### src/rtl/fetch_control.sv
// rtl/fetch_control.sv - instruction fetch sequencer with pipeline controls and perf counters
//
// Sequences free-running (RUN) and single-step (STEP) fetch, parks in HALTED on a
// debug or opcode halt, and drives the IF-stage pipeline enables.
//
// Ports:
//   clock, reset          rising-edge clock, asynchronous active-low reset
//   start, step           enter RUN / fetch exactly one instruction (from IDLE)
//   halt_req, halt_instr  debug halt request / decoded halt opcode
//   clear                 leave HALTED and zero the counters
//   branch_taken          resolved taken branch (target on the branch path)
//   load_use_hazard       one-cycle stall request from the hazard unit
//   PCSrc, PCWrite        fetch mux select, PC enable
//   IF_ID_Write, IF_Flush IF/ID enable, IF/ID flush
//   state                 IDLE=00 RUN=01 STEP=10 HALTED=11
//   fetch_count, stall_count, flush_count  saturating performance counters

module fetch_control #(
  parameter int CNT_W = 16
) (
  input  logic             clock,
  input  logic             reset,
  input  logic             start,
  input  logic             step,
  input  logic             halt_req,
  input  logic             halt_instr,
  input  logic             clear,
  input  logic             branch_taken,
  input  logic             load_use_hazard,
  output logic             PCSrc,
  output logic             PCWrite,
  output logic             IF_ID_Write,
  output logic             IF_Flush,
  output logic [1:0]       state,
  output logic [CNT_W-1:0] fetch_count,
  output logic [CNT_W-1:0] stall_count,
  output logic [CNT_W-1:0] flush_count
);

  typedef enum logic [1:0] {
    S_IDLE   = 2'b00,
    S_RUN    = 2'b01,
    S_STEP   = 2'b10,
    S_HALTED = 2'b11
  } state_e;

  localparam logic [CNT_W-1:0] CNT_MAX = '1;
  localparam logic [CNT_W-1:0] CNT_ONE = CNT_W'(1);

  state_e           state_q, state_d;
  logic [CNT_W-1:0] fetch_q, fetch_d;
  logic [CNT_W-1:0] stall_q, stall_d;
  logic [CNT_W-1:0] flush_q, flush_d;

  logic active;
  logic halt_any;
  logic stall_now;
  logic clear_now;

  always_ff @(posedge clock or negedge reset) begin
    if (!reset) begin
      state_q <= S_IDLE;
      fetch_q <= '0;
      stall_q <= '0;
      flush_q <= '0;
    end else begin
      state_q <= state_d;
      fetch_q <= fetch_d;
      stall_q <= stall_d;
      flush_q <= flush_d;
    end
  end

  // Next state and pipeline controls. Controls follow the inputs with no
  // latency while fetching; a halt seen this cycle still lets this cycle's
  // controls through because they depend only on the current state.
  always_comb begin
    state_d     = state_q;
    active      = (state_q == S_RUN) || (state_q == S_STEP);
    halt_any    = halt_req || halt_instr;
    PCSrc       = 1'b0;
    IF_Flush    = 1'b0;
    PCWrite     = 1'b0;
    IF_ID_Write = 1'b0;

    if (active) begin
      // A taken branch overrides a load-use stall: the stalled instruction
      // is on the wrong path and is flushed anyway.
      PCSrc       = branch_taken;
      IF_Flush    = branch_taken;
      PCWrite     = branch_taken || !load_use_hazard;
      IF_ID_Write = branch_taken || !load_use_hazard;
    end

    case (state_q)
      S_IDLE: begin
        if (start) begin
          state_d = S_RUN;
        end else if (step) begin
          state_d = S_STEP;
        end
      end
      S_RUN: begin
        if (halt_any) begin
          state_d = S_HALTED;
        end
      end
      S_STEP: begin
        state_d = halt_any ? S_HALTED : S_IDLE;
      end
      S_HALTED: begin
        if (clear) begin
          state_d = S_IDLE;
        end
      end
      default: begin
        state_d = S_IDLE;
      end
    endcase
  end

  // Counters saturate instead of wrapping. Clear only acts from HALTED, where
  // the controls are all 0, so it never competes with an increment.
  always_comb begin
    stall_now = active && load_use_hazard && !branch_taken;
    clear_now = (state_q == S_HALTED) && clear;
    fetch_d   = fetch_q;
    stall_d   = stall_q;
    flush_d   = flush_q;

    if (clear_now) begin
      fetch_d = '0;
      stall_d = '0;
      flush_d = '0;
    end else begin
      if (PCWrite && (fetch_q != CNT_MAX)) begin
        fetch_d = fetch_q + CNT_ONE;
      end
      if (stall_now && (stall_q != CNT_MAX)) begin
        stall_d = stall_q + CNT_ONE;
      end
      if (IF_Flush && (flush_q != CNT_MAX)) begin
        flush_d = flush_q + CNT_ONE;
      end
    end
  end

  assign state       = state_q;
  assign fetch_count = fetch_q;
  assign stall_count = stall_q;
  assign flush_count = flush_q;

endmodule

### config.mk
export PLATFORM = sky130hd
export DESIGN_NAME = fetch_control
export DESIGN_NICKNAME = d
export VERILOG_FILES = /design/src/rtl/fetch_control.sv
export SDC_FILE = /design/constraint.sdc
export NUM_CORES = 1
export LEC_CHECK = 0
export CORE_ASPECT_RATIO = 0.6
export CORE_MARGIN = 8
export CORE_UTILIZATION = 35
export CTS_BUF_LIST = sky130_fd_sc_hd__clkbuf_2 sky130_fd_sc_hd__clkbuf_4 sky130_fd_sc_hd__clkbuf_8
export CTS_CLUSTER_DIAMETER = 80
export CTS_CLUSTER_SIZE = 16
export DETAILED_ROUTE_END_ITERATION = 10
export GPL_TIMING_DRIVEN = 0
export PLACE_DENSITY = 0.7
export SYNTH_ARGS = -nofsm -noshare
export SYNTH_HDL_FRONTEND = slang
export SYNTH_SLANG_ARGS = --single-unit
export TNS_END_PERCENT = 20
### constraint.sdc
create_clock -name clock -period 2.2 [get_ports clock]
set_input_delay 0.44 -clock clock [delete_from_list [all_inputs] [get_ports clock]]
set_output_delay 0.44 -clock clock [all_outputs]
set_load 0.01 [all_outputs]
==> flow_metrics.tcl <==
set metrics [dict create \
    r2r-start "state[1]$_DFFE_PN0P_" \
    firstDrtPassIters 5 \
    worst_clock_skew_ns 0.005030 \
    ys.warnings.count 0 \
    period_needed_ns 2.130 \
    p_int_w 0.002063 \
    diodes 0 \
    fmax_mhz 469.4 \
    clkTransAtPathRegs_ns 0.09 \
    synth_cells 330 \
    finalNetCount 421 \
    rows 26 \
    start_util_pct 35.57 \
    arrival_ns 1.69 \
    grt_pass1_vias 2827 \
    crit_slowest_cell "dfrtp_1" \
    port-buffer-count 62 \
    clock_path_buffers 2 \
    power.density_nw_per_um2 837.8 \
    path_class "reg2out" \
    rsz0062_at_grt "true" \
    io_pins 63 \
    ant_nets 0 \
    synth_nets 346 \
    fin_ws_ns 0.06982 \
    pre_cts_slack_ns -0.7283 \
    vias 3049 \
    mostFrequentLayoutCells "56 x clkdlybuf4s50_1, 49 x dfrtp_1, 30 x nand2_1" \
    grt_pass1_wl_um 14920 \
    relSlewSlack_pct 45.79 \
    grt_overflow 0 \
    synth_edf_count 0 \
    period_share_pct 96.83 \
    synth_seq_cells 50 \
    total_power_w 0.003359 \
    power.switching_fraction_pct 38.57 \
    outcome "finished, final reports clean" \
    synth_top_flop_cell "dfrtp_1" \
    fin_tns_setup_ns 0 \
    place_hpwl_um 6490 \
    clock_latency_ns 0.31 \
    drv_cap 0 \
    cts_buffers 5 \
    fp.dieW_um 135.2 \
    p_seq_share_pct 34.9 \
    crit_required_ns 1.76 \
    cts.sinks 50 \
    drt_wl_total_um 9051 \
    crit_chain "inv_2, ha_4, buf_12, nand2_8, inv_2, buf_4, dlygate4sd2_1" \
    grt_start_max_net_pins 34 \
    r2r_slack_ns 0.07 \
    worst_path_most_repeated_cell "inv_2" \
    crit_path_start_kind "flip-flop" \
    cts_tree "done" \
    vdd_drop_max_v 0.0004119 \
    crit_fanout 8 \
    setup_viol 0 \
    rr_worst_depth 8 \
    place.gp.congestion 0.8553 \
    comb_power_share_pct 48.5 \
    worst_slew_pin_slew_ns 0.8058 \
    hold_path.class "in2async" \
    hold_viol 0 \
    initialDrtViolationCount 238 \
    crit_start "state[1]$_DFFE_PN0P_" \
    switchingPower_w 0.001295 \
    ys_types 45 \
    ys_async_sr_fraction_pct 100.0 \
    dieArea_um2 11840 \
    slew_violations 0 \
    p_clk_share_pct 16.6 \
    antenna_found_initial 0 \
    core_um2 8393 \
    rr_endpoint "stall_count[10]$_DFFE_PN0P_" \
    end_kind "output port" \
    cp_num_buf_inv 5 \
    layout-drive-gt1-share_pct 12.10 \
    p_leak_nw 1.579 \
    slowest_delay_ns 0.40 \
    fp.dieH_um 87.54 \
    syn_area_per_cell_um2 9.047 \
    htree_num_levels 2 \
    crit_family "buffers and inverters" \
    syn2layout_area_growth_pct 34.28 \
    post-route-util_pct 47.76 \
    cts-root-buf "clkbuf_8" \
    track_usage_pct 15.60 \
    drt-wirelength-per-cell_um 17.51 \
    layout_commonest_cell "clkdlybuf4s50_1" \
    ys_seq_area_share_pct 41.91 \
    drc 0 \
    netlist_area_um2 2985 \
    vias_per_cell 5.897 \
]
-- power groups by stage --
stage               clock network [W]  registers [W]  logic (W)
floorplan                           0        0.00122   0.000662
global placement                    0        0.00120    0.00121
detailed placement                  0        0.00120    0.00125
CTS                          0.000579        0.00117    0.00138
global route                 0.000612        0.00120    0.00178
finish                       0.000557        0.00117    0.00163
-- how the worst max path moves through the flow --
stage / end / cells after the start / slack (ns)
2_1_floorplan: stall_count[10]$_DFFE_PN0P_ / 8 / 0.06
3_3_place_gp: flush_count[0]$_DFFE_PN0P_ / 1 / -0.89
3_5_place_dp: PCWrite / 7 / -0.73
4_1_cts: PCWrite / 7 / -0.02
5_1_grt: stall_count[10]$_DFFE_PN0P_ / 5 / -0.05
6_report: PCSrc / 7 / 0.07
-- cell type report --
| class | count | area [um2] |
|---|---|---|
| fillers | 815 | 4384 |
| multi-input cells | 258 | 1728 |
| flip-flops and latches | 50 | 1252 |
| repair buffers | 69 | 690.7 |
| well taps | 112 | 140.1 |
| clock buffers | 7 | 83.83 |
| plain buffers | 13 | 83.83 |
| inverters | 8 | 30.03 |
-- cells by family (layout without fill, tap and decap cells) --
group / count (synthesis) / after routing / share of synthesized area, %
compound gates: 91 / 91 / 20.50
xor+xnor: 1 / 1 / 0.2934
fa+ha+maj: 7 / 7 / 2.934
buf+inv: 22 / 97 / 3.311
flops: 50 / 50 / 41.91
mux: 5 / 5 / 1.677
simple gates: 154 / 154 / 29.38
-- registers in the layout, indices dropped and copies added, names as in the netlist --
| name | count |
|---|---|
| flush_count | 16 |
| state | 2 |
| stall_count | 16 |
| fetch_count | 16 |
-- per-stage QoR --
stage | hold slack, ns | cells | area, um2
final | 0.06292 | 517 | 4009
after global routing | 0.08749 | 517 | 4009
after CTS | 0.07122 | 514 | 3906
after detailed placement | 0.4181 | 505 | 3761
after global placement | 0.5397 | 504 | 3746
after floorplan | 0.1444 | 330 | 2985
-- synth_stat cells, drive strengths merged (9+ instances only) --
| master | n | share of area (%) |
|---|---|---|
| nand4 | 20 | 4.2 |
| clkbuf | 9 | 1.1 |
| o21ai | 17 | 2.8 |
| nor2 | 13 | 1.6 |
| and4 | 11 | 3.2 |
| a21oi | 31 | 5.2 |
| nand3 | 19 | 3.2 |
| nand2 | 32 | 4.0 |
| or3 | 13 | 2.7 |
| o31ai | 12 | 3.0 |
| dfrtp | 50 | 42 |
| or4 | 14 | 3.5 |
-- routing by layer --
layer	wire (um)	vias up	global-route usage, %
met5	0	-	0
met4	51	0	3.908
met3	772	5	5.670
met2	3695	98	20.98
met1	4532	1492	22.69
li1	-	1454	-
-- timing repair --
action	in CTS	in global routing
buffers inserted	3	2
hold buffers	0	0
gates cloned	0	1
pin swaps	0	4
resized for setup	20	18
setup endpoints to repair	36	44
Power figures use the tool's default switching activity.
